===== config.mk =====
export PLATFORM = sky130hd
export DESIGN_NAME = demux_six_seq
export DESIGN_NICKNAME = d
export VERILOG_FILES = /design/src/rtl/demux_six_seq_pkg.sv /design/src/rtl/demux_six_seq_dec3to6.sv /design/src/rtl/demux_six_seq.sv
export SDC_FILE = /design/constraint.sdc
export NUM_CORES = 1
export LEC_CHECK = 0
export ABC_AREA = 1
export CORE_MARGIN = 2
export CORE_UTILIZATION = 50
export DETAILED_ROUTE_END_ITERATION = 8
export GPL_ROUTABILITY_DRIVEN = 1
export HOLD_SLACK_MARGIN = 0.03
export PLACE_DENSITY = 0.84
export SETUP_SLACK_MARGIN = 0.1
export SYNTH_ARGS = -nofsm -noshare
export SYNTH_HDL_FRONTEND = slang
export SYNTH_SLANG_ARGS = --single-unit

===== constraint.sdc =====
create_clock -name clk -period 2.2 [get_ports clk]
set_clock_uncertainty 0.1 [all_clocks]
set_input_delay 0.55 -clock clk [delete_from_list [all_inputs] [get_ports clk]]
set_output_delay 0.55 -clock clk [all_outputs]
set_load 0.05 [all_outputs]

===== src/rtl/demux_six_seq_pkg.sv =====
// Shared definitions for the six-channel frame demultiplexer: channel
// geometry, frame FSM states, slot index type and slot wrap helper.
package demux_six_seq_pkg;

  localparam int W   = 3;
  localparam int NCH = 6;

  // Frame progress: nothing written, partially written, just completed.
  typedef enum logic [1:0] {
    EMPTY = 2'd0,
    FILL  = 2'd1,
    DONE  = 2'd2
  } state_t;

  // Channel / slot index; codes 6 and 7 are not real channels.
  typedef logic [2:0] slot_t;

  localparam logic [5:0] MASK_FULL = 6'b111111;
  localparam slot_t      SLOT_LAST = 3'd5;

  // Sequential slot advance: 0,1,2,3,4,5,0,...
  function automatic slot_t next_slot(input slot_t s);
    slot_t n;
    if (s == SLOT_LAST) begin
      n = 3'd0;
    end else begin
      n = s + 3'd1;
    end
    return n;
  endfunction

endpackage


===== src/rtl/demux_six_seq_dec3to6.sv =====
// 3-to-6 one-hot decoder. Codes 6 and 7 give an all-zero one-hot vector
// and raise o_invalid so the caller can reject the write.
module dec3to6
  import demux_six_seq_pkg::*;
(
  input  slot_t      i_code,
  output logic [5:0] o_onehot,
  output logic       o_invalid
);

  // Pure combinational decode of the channel code.
  always_comb begin
    o_onehot  = 6'b000000;
    o_invalid = 1'b0;
    case (i_code)
      3'd0:    o_onehot = 6'b000001;
      3'd1:    o_onehot = 6'b000010;
      3'd2:    o_onehot = 6'b000100;
      3'd3:    o_onehot = 6'b001000;
      3'd4:    o_onehot = 6'b010000;
      3'd5:    o_onehot = 6'b100000;
      default: o_invalid = 1'b1;
    endcase
  end

endmodule


===== src/rtl/demux_six_seq.sv =====
// Six-channel demultiplexer with addressed and sequential (auto-slot)
// write modes. Tracks which channels were written in the current frame
// and pulses frame_done when all six have been written.
module demux_six_seq #(
  parameter int W   = demux_six_seq_pkg::W,
  parameter int NCH = demux_six_seq_pkg::NCH
) (
  input  logic         clk,
  input  logic         resetn,
  input  logic         in_valid,
  input  logic [W-1:0] in_data,
  input  logic [2:0]   in_sel,
  input  logic         mode,
  output logic [W-1:0] u,
  output logic [W-1:0] v,
  output logic [W-1:0] w,
  output logic [W-1:0] x,
  output logic [W-1:0] y,
  output logic [W-1:0] z,
  output logic [5:0]   wr_mask,
  output logic         frame_done,
  output logic         sel_err
);

  import demux_six_seq_pkg::*;

  // Registered state
  logic [W-1:0] r_ch [NCH];
  logic [5:0]   r_mask;
  slot_t        r_slot;
  state_t       r_state;
  logic         r_mode;
  logic         r_done;
  logic         r_sel_err;

  // Combinational next-state helpers
  logic         w_mode_chg;
  logic [5:0]   w_base_mask;
  state_t       w_base_state;
  slot_t        w_base_slot;
  slot_t        w_idx;
  logic [5:0]   w_onehot;
  logic         w_invalid;
  logic         w_write;
  logic [5:0]   w_new_mask;

  // One decoder serves both the addressed select and the slot counter.
  dec3to6 u_dec (
    .i_code    (w_idx),
    .o_onehot  (w_onehot),
    .o_invalid (w_invalid)
  );

  // Frame bookkeeping seen by this cycle's write: a mode change or the
  // cycle after completion starts a fresh frame before the write lands.
  always_comb begin
    w_mode_chg   = (mode != r_mode);
    w_base_mask  = r_mask;
    w_base_state = r_state;
    w_base_slot  = r_slot;
    if (w_mode_chg || (r_state == DONE)) begin
      w_base_mask  = 6'b000000;
      w_base_state = EMPTY;
    end else begin
      w_base_mask  = r_mask;
      w_base_state = r_state;
    end
    if (w_mode_chg) begin
      w_base_slot = 3'd0;
    end else begin
      w_base_slot = r_slot;
    end
    if (mode) begin
      w_idx = w_base_slot;
    end else begin
      w_idx = in_sel;
    end
    w_write = in_valid & ~w_invalid;
    if (w_write) begin
      w_new_mask = w_base_mask | w_onehot;
    end else begin
      w_new_mask = w_base_mask;
    end
  end

  // Channel registers, slot counter, frame FSM and status pulses.
  always_ff @(posedge clk) begin
    if (!resetn) begin
      for (int k = 0; k < NCH; k++) begin
        r_ch[k] <= '0;
      end
      r_mask    <= 6'b000000;
      r_slot    <= 3'd0;
      r_state   <= EMPTY;
      r_mode    <= 1'b0;
      r_done    <= 1'b0;
      r_sel_err <= 1'b0;
    end else begin
      r_mode    <= mode;
      r_sel_err <= in_valid & w_invalid;
      for (int k = 0; k < NCH; k++) begin
        if (w_write && w_onehot[k]) begin
          r_ch[k] <= in_data;
        end else begin
          r_ch[k] <= r_ch[k];
        end
      end
      if (mode && w_write) begin
        r_slot <= next_slot(w_base_slot);
      end else begin
        r_slot <= w_base_slot;
      end
      case (w_base_state)
        EMPTY, FILL: begin
          if (w_write && (w_new_mask == MASK_FULL)) begin
            r_state <= DONE;
            r_mask  <= MASK_FULL;
            r_done  <= 1'b1;
          end else if (w_write) begin
            r_state <= FILL;
            r_mask  <= w_new_mask;
            r_done  <= 1'b0;
          end else begin
            r_state <= w_base_state;
            r_mask  <= w_base_mask;
            r_done  <= 1'b0;
          end
        end
        default: begin
          r_state <= EMPTY;
          r_mask  <= 6'b000000;
          r_done  <= 1'b0;
        end
      endcase
    end
  end

  assign u          = r_ch[0];
  assign v          = r_ch[1];
  assign w          = r_ch[2];
  assign x          = r_ch[3];
  assign y          = r_ch[4];
  assign z          = r_ch[5];
  assign wr_mask    = r_mask;
  assign frame_done = r_done;
  assign sel_err    = r_sel_err;

endmodule


==> summary.md, run 1 <==
| Metric | Value |
|---|---|
| Crit-path cells | `dlygate4sd2_1` |
| Worst Setup End Kind | `output pin` |
| Final wirelength | `2640 um` |
| Crit path arrival time | `1.25 ns` |
| Mapped Cells | `142` |
| Final RePlAce weighted congestion | `0.7886` |
| Largest net degree at the start of global routing | `11` |
| RSZ-0062 raised after global routing | `false` |
| Tightest Pin Transition | `0.5078 ns` |
| Global-route wire length before repair | `4402 um` |
| Syn_area_per_cell | `9.234 um^2` |
| Hold depth | `2` |
| Worst VDD drop | `0.7498 mV` |
| Hold Crit Start | `wr_mask[0]` |
| DP Wirelength | `2121 um` |
| GRT overflow | `0` |
| Die H | `55.21 um` |
| Slew headroom | `66.28%` |
| Crit Path Max Fanout | `3` |
| Static leakage | `0.9103 nW` |
| Final hold vios | `0` |
| Die Area | `0.003048 mm^2` |
| Final Cycle Share | `86.47%` |
| H-tree levels | `2` |
| CTS root buffer | `clkbuf_4` |
| Pwr per Cell Area | `754.0 mW/mm^2` |
| Worst r2r src | `r_mode` |
| Antenna violations before repair | `0` |
| Total of max-cap violations | `0` |
| Mapped cell area | `0.001311 mm^2` |
| Die Span X | `55.21 um` |
| I/O pin count | `36` |
| Port Buf Inserts | `35` |
| Reg2reg setup slack | `0.64 ns` |
| Initial DRT Pass Iterations | `4` |
| Worst path max stage delay | `0.54 ns` |
| Initial Util | `52.93%` |
| Fraction of layout cells with a size suffix above 1 | `14.21%` |
| Dpl ws | `-0.1151 ns` |
| Hold Path End | `wr_mask[0]` |
| Syn Nets | `152` |
| Core area | `0.002477 mm^2` |
| Setup Fix Bufs, Post-CTS | `0` |
| Outcome | `complete, no violations` |
| Routed len/inst | `12.00 um` |
| Vias/cell | `4.905` |
| Delay-heaviest family, CP | `buffers and inverters` |
| DRC violations left | `0` |
| Worst hold-check path type | `register to register` |
| Clk_lat worst skew | `0.33 ns` |
| Minimum clock period | `1.902 ns` |
| Pins over their slew limit | `0` |
| Cells on worst reg2reg path | `9` |
| Worst path slowest cell | `dlygate4sd2_1` |
| Sequential-to-total area share from yosys stat | `62.60%` |
| CTS tree | `yes` |
| Final setup violation count | `0` |
| Gr usage total | `18.85%` |
| Worst r2r dst | `r_state[0]` |
| Final design utilization | `72.07%` |
| Clock sinks | `32` |
| CTS Buf Count | `5` |
| Inserted Diodes | `0` |
| Fmax | `525.7 MHz` |
| Row cnt | `18` |
| Critical path buffers and inverters | `1` |
| Yosys reg bits | `32` |
| Vias in the first global route | `1,069` |
| Final setup margin | `0.2977 ns` |
| Clock slew at reported path FFs | `0.10 ns` |
| CP required | `1.55 ns` |
| First DRT Iteration DRCs | `18` |
| Vias | `1,079` |
| Startpoint Class | `register` |
| Area grow syn2layout | `36.16%` |
| Layout Nets | `199` |
| Post-synth cell types | `19` |
| Ys Warns | `0` |
| Crit Path Category | `register to output pin` |
| Longest Clk Path Bufs | `2` |
| Final ANT Viol Nets | `0` |
## sequential cells by signal, indices dropped and copies added (netlist names)
name and count:
r_ch 18, wr_mask 6, r_slot 3, r_state 2, frame_done 1, r_mode 1
sel_err 1
## cell usage after synthesis
cell type | n | area, um^2
a21oi_1 | 6 | 30.03
a22oi_1 | 1 | 7.510
clkbuf_1 | 1 | 3.750
dfxtp_1 | 14 | 280.3
edfxtp_1 | 18 | 540.5
inv_1 | 24 | 90.09
inv_2 | 4 | 15.01
nand2_1 | 37 | 138.9
nand2_2 | 6 | 37.54
nand3_1 | 6 | 30.03
nand3_2 | 2 | 20.02
nand3b_1 | 1 | 7.510
nand4_2 | 1 | 12.51
nor2_1 | 10 | 37.54
nor2_2 | 2 | 12.51
nor3_1 | 3 | 15.01
o211ai_1 | 1 | 7.510
o21ai_0 | 4 | 20.02
o21ai_1 | 1 | 5.000
## layout by cell type, fill, tap and decap left out, drive strengths merged
cell type,instances
inv,28
clkbuf,5
bufinv,1
nand3b,1
a22oi,1
o21ai,5
clkinv,2
clkdlybuf4s50,8
nor2,12
buf,6
a21oi,6
edfxtp,18
dlymetal6s2s,1
nand4,1
nand2,43
nor3,3
dfxtp,14
dlygate4sd2,26
nand3,8
o211ai,1
## logic make-up (layout without fill, tap and decap cells)
kind of cell | count (synthesis) | in the layout | synth area share [%]
compound gates | 13 | 13 | 5.344
buf+inv | 29 | 77 | 8.301
flops | 32 | 32 | 62.60
simple gates | 68 | 68 | 23.76
## worst reg2reg max path: stages (launching register included)
cell and delay (ns):
dfxtp_1 0.42, nand3_1 0.14, nand2_1 0.12, inv_2 0.05, nor2_2 0.14, nand2_1 0.13, nand2_1 0.10, nand3_2 0.10
nor2_1 0.12, nor2_1 0.05
## metal layers
layer / up-vias / global-route usage [%] / part of all wire (%)
li1: 544 / - / -
met1: 494 / 18.70 / 40
met2: 35 / 33.50 / 52
met3: 6 / 8.431 / 6.2
met4: 0 / 8.362 / 2.1
met5: - / 0 / 0
## final cells by class
| class | instances | area [um^2] |
|---|---|---|
| flip-flops and latches | 32 | 820.8 |
| clock inverters | 3 | 37.54 |
| fillers | 213 | 691.9 |
| clock buffers | 5 | 37.54 |
| well taps | 30 | 37.54 |
| repair buffers | 41 | 365.4 |
| multi-input cells | 81 | 381.6 |
| inverters | 28 | 105.1 |
## how the worst max path moves through the flow
stage	slack (ns)	endpoint	startpoint	cells after the start
after floorplan	0.57	r_ch[1][0]	mode	6
after global placement	-0.03	r_ch[1][0]	mode	8
final	0.30	wr_mask[1]	wr_mask[1]	1
after global routing	0.25	wr_mask[1]	wr_mask[1]	1
after detailed placement	-0.12	r_slot[1]	mode	11
after CTS	0.25	r_slot[1]	mode	11
## where the power goes
group	switching, mW	internal (mW)	leakage (nW)
clock network	0.192	0.232	0.0403
registers	0.0105	0.668	0.293
logic	0.179	0.0660	0.577
total	0.381	0.965	0.910
## repair_timing
item | in CTS | in global routing
setup endpoints to repair | 26 | 2
hold buffers | 0 | 0
gates resized for setup | 26 | 1
## stage by stage
step | std cells | setup TNS, ns | hold WS (ns) | power (mW) | cell area (um^2)
global placement | 212 | -0.1036 | 0.3683 | 0.9522 | 1740
floorplan | 142 | 0 | 0.3478 | 0.8587 | 1311
CTS | 220 | 0 | 0.3938 | 1.357 | 1783
detailed placement | 212 | -1.032 | 0.3829 | 0.9603 | 1740
global route | 220 | 0 | 0.4331 | 1.404 | 1785
finish | 220 | 0 | 0.3898 | 1.346 | 1785
Power figures use the tool's default switching activity.
==> run 2, diff against run 1 <==
REMOVE_ABC_BUFFERS = 1   (was not set)
==> summary.md, run 2 (synthesis gave the netlist of run 1 again) <==
| Metric | Value |
|---|---|
| DRC violations left | `0 (unchanged)` |
| Worst Setup End Kind | `register` |
| Final Cycle Share | `89.80% (+3.3 points)` |
| Final hold vios | `0 (unchanged)` |
| Outcome | `complete, no violations` |
| Psw | `0.3810 mW (about the same)` |
| Switching fraction of total power | `30.74% (+2.5 points)` |
| Worst hold-check path type | `register to register` |
| H-tree levels | `2 (unchanged)` |
| Crit Path Category | `input pin to register` |
| Area of the multi-input gates | `381.6 um^2 (unchanged)` |
| Max reg flops | `18 (unchanged)` |
| Final RePlAce weighted congestion | `0.8021 (+1.7%)` |
| Startpoint Class | `input pin` |
| Pwr per Cell Area | `699.1 mW/mm^2 (-7.3%)` |
| Reg area | `820.8 um^2 (unchanged)` |
| Setup Fix Bufs, Post-CTS | `0 (unchanged)` |
| Largest net degree at the start of global routing | `11 (unchanged)` |
| Dpl ws | `-0.1134 ns (+0.001660 ns)` |
| Commonest cells after routing, fill and taps aside | `nand2_1 (37), dlygate4sd2_1 (26), inv_1 (24), edfxtp_1 (18), dfxtp_1 (14)` |
| Sequential share of power | `54.6% (+4.2 points)` |
| Initial DRT Pass Iterations | `5 (+1)` |
| Port Buf Inserts | `35 (unchanged)` |
| Clock share of power | `25.5% (-6.0 points)` |
| Global-route wire length before repair | `4360 um (-0.95%)` |
| CTS tree | `yes` |
| Launch point of the worst path | `mode` |
| Logic pwr share | `19.9% (+1.7 points)` |
| Final setup violation count | `0 (unchanged)` |
| Hold Crit Start | `wr_mask[5]` |
| Vias/cell | `4.991 (+1.8%)` |
| Area grow syn2layout | `35.21%` |
| I/O pin count | `36 (unchanged)` |
| RSZ-0062 raised after global routing | `false` |
| Layout Nets | `201 (+1.0%)` |
| Vias | `1,108 (+2.7%)` |
| Pins over their slew limit | `0 (unchanged)` |
| Reg with most FFs | `r_ch` |
| Hold-fix buffers, CTS | `0 (unchanged)` |
| Most common cell after layout, fill and taps aside | `nand2_1` |
| Initial Util | `52.93% (unchanged)` |
| Minimum clock period | `1.976 ns (+0.07338 ns)` |
| Total of max-cap violations | `0 (unchanged)` |
| DP Area | `0.001755 mm^2 (+0.86%)` |
| Static leakage | `0.8985 nW (-1.3%)` |
| Hold slack | `0.3908 ns (+0.0009250 ns)` |
| Crit path arrival time | `2.13 ns (+0.88 ns)` |
| First DRT Iteration DRCs | `39 (+21)` |
| Longest Clk Path Bufs | `2 (unchanged)` |
| Final ANT Viol Nets | `0 (unchanged)` |
| Worst VDD drop | `0.5753 mV (-23%)` |
| Clk_lat worst skew | `0.33 ns (about the same)` |
| Die Area | `0.003048 mm^2 (unchanged)` |
| Vias in the first global route | `1,040 (-2.7%)` |
| Fmax | `506.2 MHz (-3.7%)` |
| Final wirelength | `2750 um (+4.2%)` |
| Core area | `0.002477 mm^2 (unchanged)` |
| Gr usage total | `18.78% (-0.072 points)` |
| Filler instances | `209 (-1.9%)` |
| Clock sinks | `32 (unchanged)` |
| DP Wirelength | `2179 um (+2.7%)` |
| CTS Buf Count | `5 (unchanged)` |
| Tot Pwr | `1.239 mW (-7.9%)` |
| Tightest Pin Transition | `0.5093 ns (+0.001492 ns)` |
| Crit Path Max Fanout | `6 (+3)` |
| Final setup margin | `0.2243 ns (-0.07338 ns)` |
| Die Span X | `55.21 um (unchanged)` |
| Slew headroom | `66.18% (-0.099 points)` |
| Die H | `55.21 um (unchanged)` |
| Worst r2r src | `r_mode` |
| Fraction of layout cells with a size suffix above 1 | `15.10% (+0.89 points)` |
| Row cnt | `18 (unchanged)` |
| CP required | `2.35 ns (+0.80 ns)` |
| Design area | `0.001773 mm^2 (-0.70%)` |
| GRT overflow | `0 (unchanged)` |
| Antenna violations before repair | `0 (unchanged)` |
| Fin Setup TNS | `0 ns (unchanged)` |
| CTS root buffer | `clkbuf_4` |
| Int Power | `0.8585 mW (-11%)` |
| Inserted Diodes | `0 (unchanged)` |
| Routed len/inst | `12.39 um (+3.2%)` |
| Clock slew at reported path FFs | `0.09 ns (about the same)` |
[run 2: cell count changes in the layout (fill, tap and decap cells not counted)]
cell,before,now
buf_4,6,8
clkbuf_1,0,2
clkinv_1,2,0
bufinv_16,1,0
clkdlybuf4s50_1,8,9
clkinv_2,0,1
dlymetal6s2s_1,1,0
[run 2: area by class of cell]
type | count | area share, %
Sequential cell | 32 | 46.29
Clock buffer | 7 | 2.541
Timing Repair Buffer | 43 | 21.31
Tap cell | 30 | 2.117
Inverter | 28 | 5.928
Clock inverter | 1 | 0.2823
Multi-Input combinational cell | 81 | 21.52
[run 2: layer usage]
metal,global-route usage [%],wire length [um],up-vias
met2,34.01,1462,41
met3,7.260,187,4
li1,-,-,546
met5,0,0,-
met1,18.32,1061,517
met4,9.408,39,0
[run 2: path summary, 6_finish.rpt]
check / endpoint / slack, ns / cells past startpoint
worst min register to register: wr_mask[5] / 0.39 / 2
worst min-delay path: wr_mask[5] / 0.39 / 2
worst max register to register: frame_done / 0.67 / 8
worst max-delay path: frame_done / 0.22 / 9
[run 2: power by group through the flow]
stage               clock, mW  sequential, mW  combinational (mW)
floorplan                   0           0.802              0.0548
global placement            0           0.691               0.261
detailed placement          0           0.693               0.266
CTS                     0.323           0.678               0.246
global route            0.353           0.681               0.259
finish                  0.316           0.677               0.246
[run 2: critical path, stage by stage]
cell	delay (ns)
clkdlybuf4s50_1	0.59
inv_2	0.09
nand2_1	0.08
nand2_2	0.09
nor2_1	0.21
nand2_1	0.14
nand2_1	0.10
nand3_2	0.09
nor3_1	0.18
[run 2: what timing repair did]
item                                   CTS  global route
resized for setup                       26             0
endpoints found under the hold margin    0             0
setup endpoints to repair               26             0
[run 2: per-stage QoR]
step | utilization (%) | std cells
finish | 71.57 | 222
global route | 71.57 | 222
CTS | 71.57 | 222
detailed placement | 70.86 | 214
global placement | 70.86 | 214
floorplan | - | 141
==> run 3, diff against run 2 <==
PLACE_DENSITY = 0.9   (was 0.84)
REMOVE_ABC_BUFFERS = not set   (was 1)
==> summary.md, run 3 (synthesis gave the netlist of run 1 again) <==
| Metric | Value |
|---|---|
| Outcome | `complete, no violations` |
| Fraction of layout cells with a size suffix above 1 | `14.74% (-0.37 points)` |
| Area grow syn2layout | `36.26%` |
| Vias/cell | `5.095 (+2.1%)` |
| Tightest Pin Transition | `0.5038 ns (-0.005499 ns)` |
| Minimum clock period | `1.930 ns (-0.04593 ns)` |
| Worst VDD drop | `0.7058 mV (+23%)` |
| Reg2reg setup slack | `0.68 ns (about the same)` |
| H-tree levels | `2 (unchanged)` |
| Gr usage total | `20.76% (+2.0 points)` |
| Initial DRT Pass Iterations | `4 (-1)` |
| Inserted Diodes | `0 (unchanged)` |
| Pwr per Cell Area | `761.1 mW/mm^2 (+8.9%)` |
| Clock slew at reported path FFs | `0.10 ns (about the same)` |
| Int Power | `0.9718 mW (+13%)` |
| Vias | `1,121 (+1.2%)` |
| Core area | `0.002477 mm^2 (unchanged)` |
| Worst hold-check path type | `register to register` |
| Initial Util | `52.93% (unchanged)` |
| Setup Fix Bufs, Post-CTS | `0 (unchanged)` |
| Clock share of power | `32.0% (+6.5 points)` |
| Post-route insts no fill | `220 (-0.90%)` |
| Clock sinks | `32 (unchanged)` |
| Die H | `55.21 um (unchanged)` |
| Crit-path cells | `dlygate4sd2_1` |
| Delay-heaviest family, CP | `buffers and inverters` |
| Placed cells | `212 (-0.93%)` |
| Fin Setup TNS | `0 ns (unchanged)` |
| Reg with most FFs | `r_ch` |
| Fmax | `518.2 MHz (+2.4%)` |
| Final design utilization | `72.12% (+0.56 points)` |
| CTS root buffer | `clkbuf_4` |
| Worst path slowest cell | `dlygate4sd2_1` |
| Final RePlAce weighted congestion | `0.8119 (+1.2%)` |
| CTS tree | `yes` |
| Die Span X | `55.21 um (unchanged)` |
| DP Wirelength | `2043 um (-6.2%)` |
| Routed len/inst | `12.76 um (+3.0%)` |
| Critical path buffers and inverters | `1 (-1)` |
| Vias in the first global route | `1,096 (+5.4%)` |
| Total of max-cap violations | `0 (unchanged)` |
| Crit Path Max Fanout | `3 (-3)` |
| Tot Pwr | `1.360 mW (+9.7%)` |
| Worst Setup End Kind | `output pin` |
| Layout Nets | `199 (-1.0%)` |
| Port Buf Inserts | `35 (unchanged)` |
| Startpoint Class | `register` |
| Static leakage | `0.9123 nW (+1.5%)` |
| Filler instances | `212 (+1.4%)` |
| Final Cycle Share | `87.72% (-2.1 points)` |
| Clk_lat worst skew | `0.34 ns (about the same)` |
| Switching fraction of total power | `28.54% (-2.2 points)` |
| Commonest cells after routing, fill and taps aside | `nand2_1 (37), dlygate4sd2_1 (26), inv_1 (24), edfxtp_1 (18), dfxtp_1 (14)` |
| Final setup violation count | `0 (unchanged)` |
| Largest net degree at the start of global routing | `11 (unchanged)` |
| Sequential share of power | `49.9% (-4.7 points)` |
| Max reg flops | `18 (unchanged)` |
| Global-route wire length before repair | `4781 um (+9.7%)` |
| Final hold vios | `0 (unchanged)` |
| RSZ-0062 raised after global routing | `false` |
| Hold-fix buffers, CTS | `0 (unchanged)` |
| Final ANT Viol Nets | `0 (unchanged)` |
| Row cnt | `18 (unchanged)` |
| GRT overflow | `0 (unchanged)` |
| Crit Path Category | `register to output pin` |
| CTS Buf Count | `5 (unchanged)` |
| Slew headroom | `66.55% (+0.37 points)` |
| Final wirelength | `2807 um (+2.1%)` |
| Crit path arrival time | `1.28 ns (-0.85 ns)` |
| Psw | `0.3881 mW (+1.9%)` |
| Pins over their slew limit | `0 (unchanged)` |
| Most common cell after layout, fill and taps aside | `nand2_1` |
| First DRT Iteration DRCs | `48 (+23%)` |
| Die Area | `0.003048 mm^2 (unchanged)` |
| Longest Clk Path Bufs | `2 (unchanged)` |
| CP required | `1.55 ns (-0.80 ns)` |
| I/O pin count | `36 (unchanged)` |
| Logic pwr share | `18.2% (-1.7 points)` |
| Antenna violations before repair | `0 (unchanged)` |
| DRC violations left | `0 (unchanged)` |
| Worst path max stage delay | `0.55 ns (-0.04 ns)` |
[run 3: changes by cell type in the layout (fill, tap and decap cells not counted), sizes merged]
| cell | before | now |
|---|---|---|
| buf | 8 | 6 |
| bufinv | 0 | 1 |
| clkbuf | 7 | 6 |
| clkdlybuf4s50 | 9 | 8 |
| dlymetal6s2s | 0 | 1 |
[run 3: cell type report]
cell class	instances	area (um^2)	share of cell area, %
flip-flops and latches	32	820.8	45.94
multi-input cells	81	381.6	21.36
repair buffers	41	365.4	20.45
inverters	28	105.1	5.882
clock buffers	6	41.29	2.311
well taps	30	37.54	2.101
clock inverters	2	35.03	1.961
[run 3: worst paths after layout]
kind	from	end	cells past startpoint
min reg2reg	r_slot[1]	r_slot[1]	2
min	r_slot[1]	r_slot[1]	2
max reg2reg	r_mode	r_state[0]	9
max	wr_mask[1]	wr_mask[1]	1
[run 3: stage by stage]
step / hold slack, ns / instance area, um^2 / setup slack, ns
after detailed placement: 0.3692 / 1740 / -0.09065
after global placement: 0.3689 / 1740 / -0.02651
after CTS: 0.3910 / 1784 / 0.2270
final: 0.3904 / 1787 / 0.2702
after floorplan: 0.3478 / 1311 / 0.5654
after global routing: 0.4324 / 1787 / 0.2227
[run 3: repair_timing]
action	CTS	global route
gates cloned	0	0
gates resized for setup	26	1
endpoints found under the setup margin	26	5
hold endpoints to repair	0	0
pin swaps	0	0
[run 3: metal layers]
metal | vias to the layer above | track usage, % | share of wire (%)
met2 | 49 | 36.56 | 52
met1 | 519 | 21.21 | 38
met3 | 11 | 8.899 | 7.3
met5 | - | 0 | 0
met4 | 0 | 9.059 | 2.6
li1 | 542 | - | -
[run 3: power groups by stage]
stage	logic, mW	clock network, mW	registers, mW
2_1_floorplan	0.0567	0	0.802
4_1_cts	0.247	0.443	0.679
3_5_place_dp	0.265	0	0.694
3_3_place_gp	0.260	0	0.691
6_report	0.247	0.435	0.678
5_1_grt	0.261	0.469	0.682
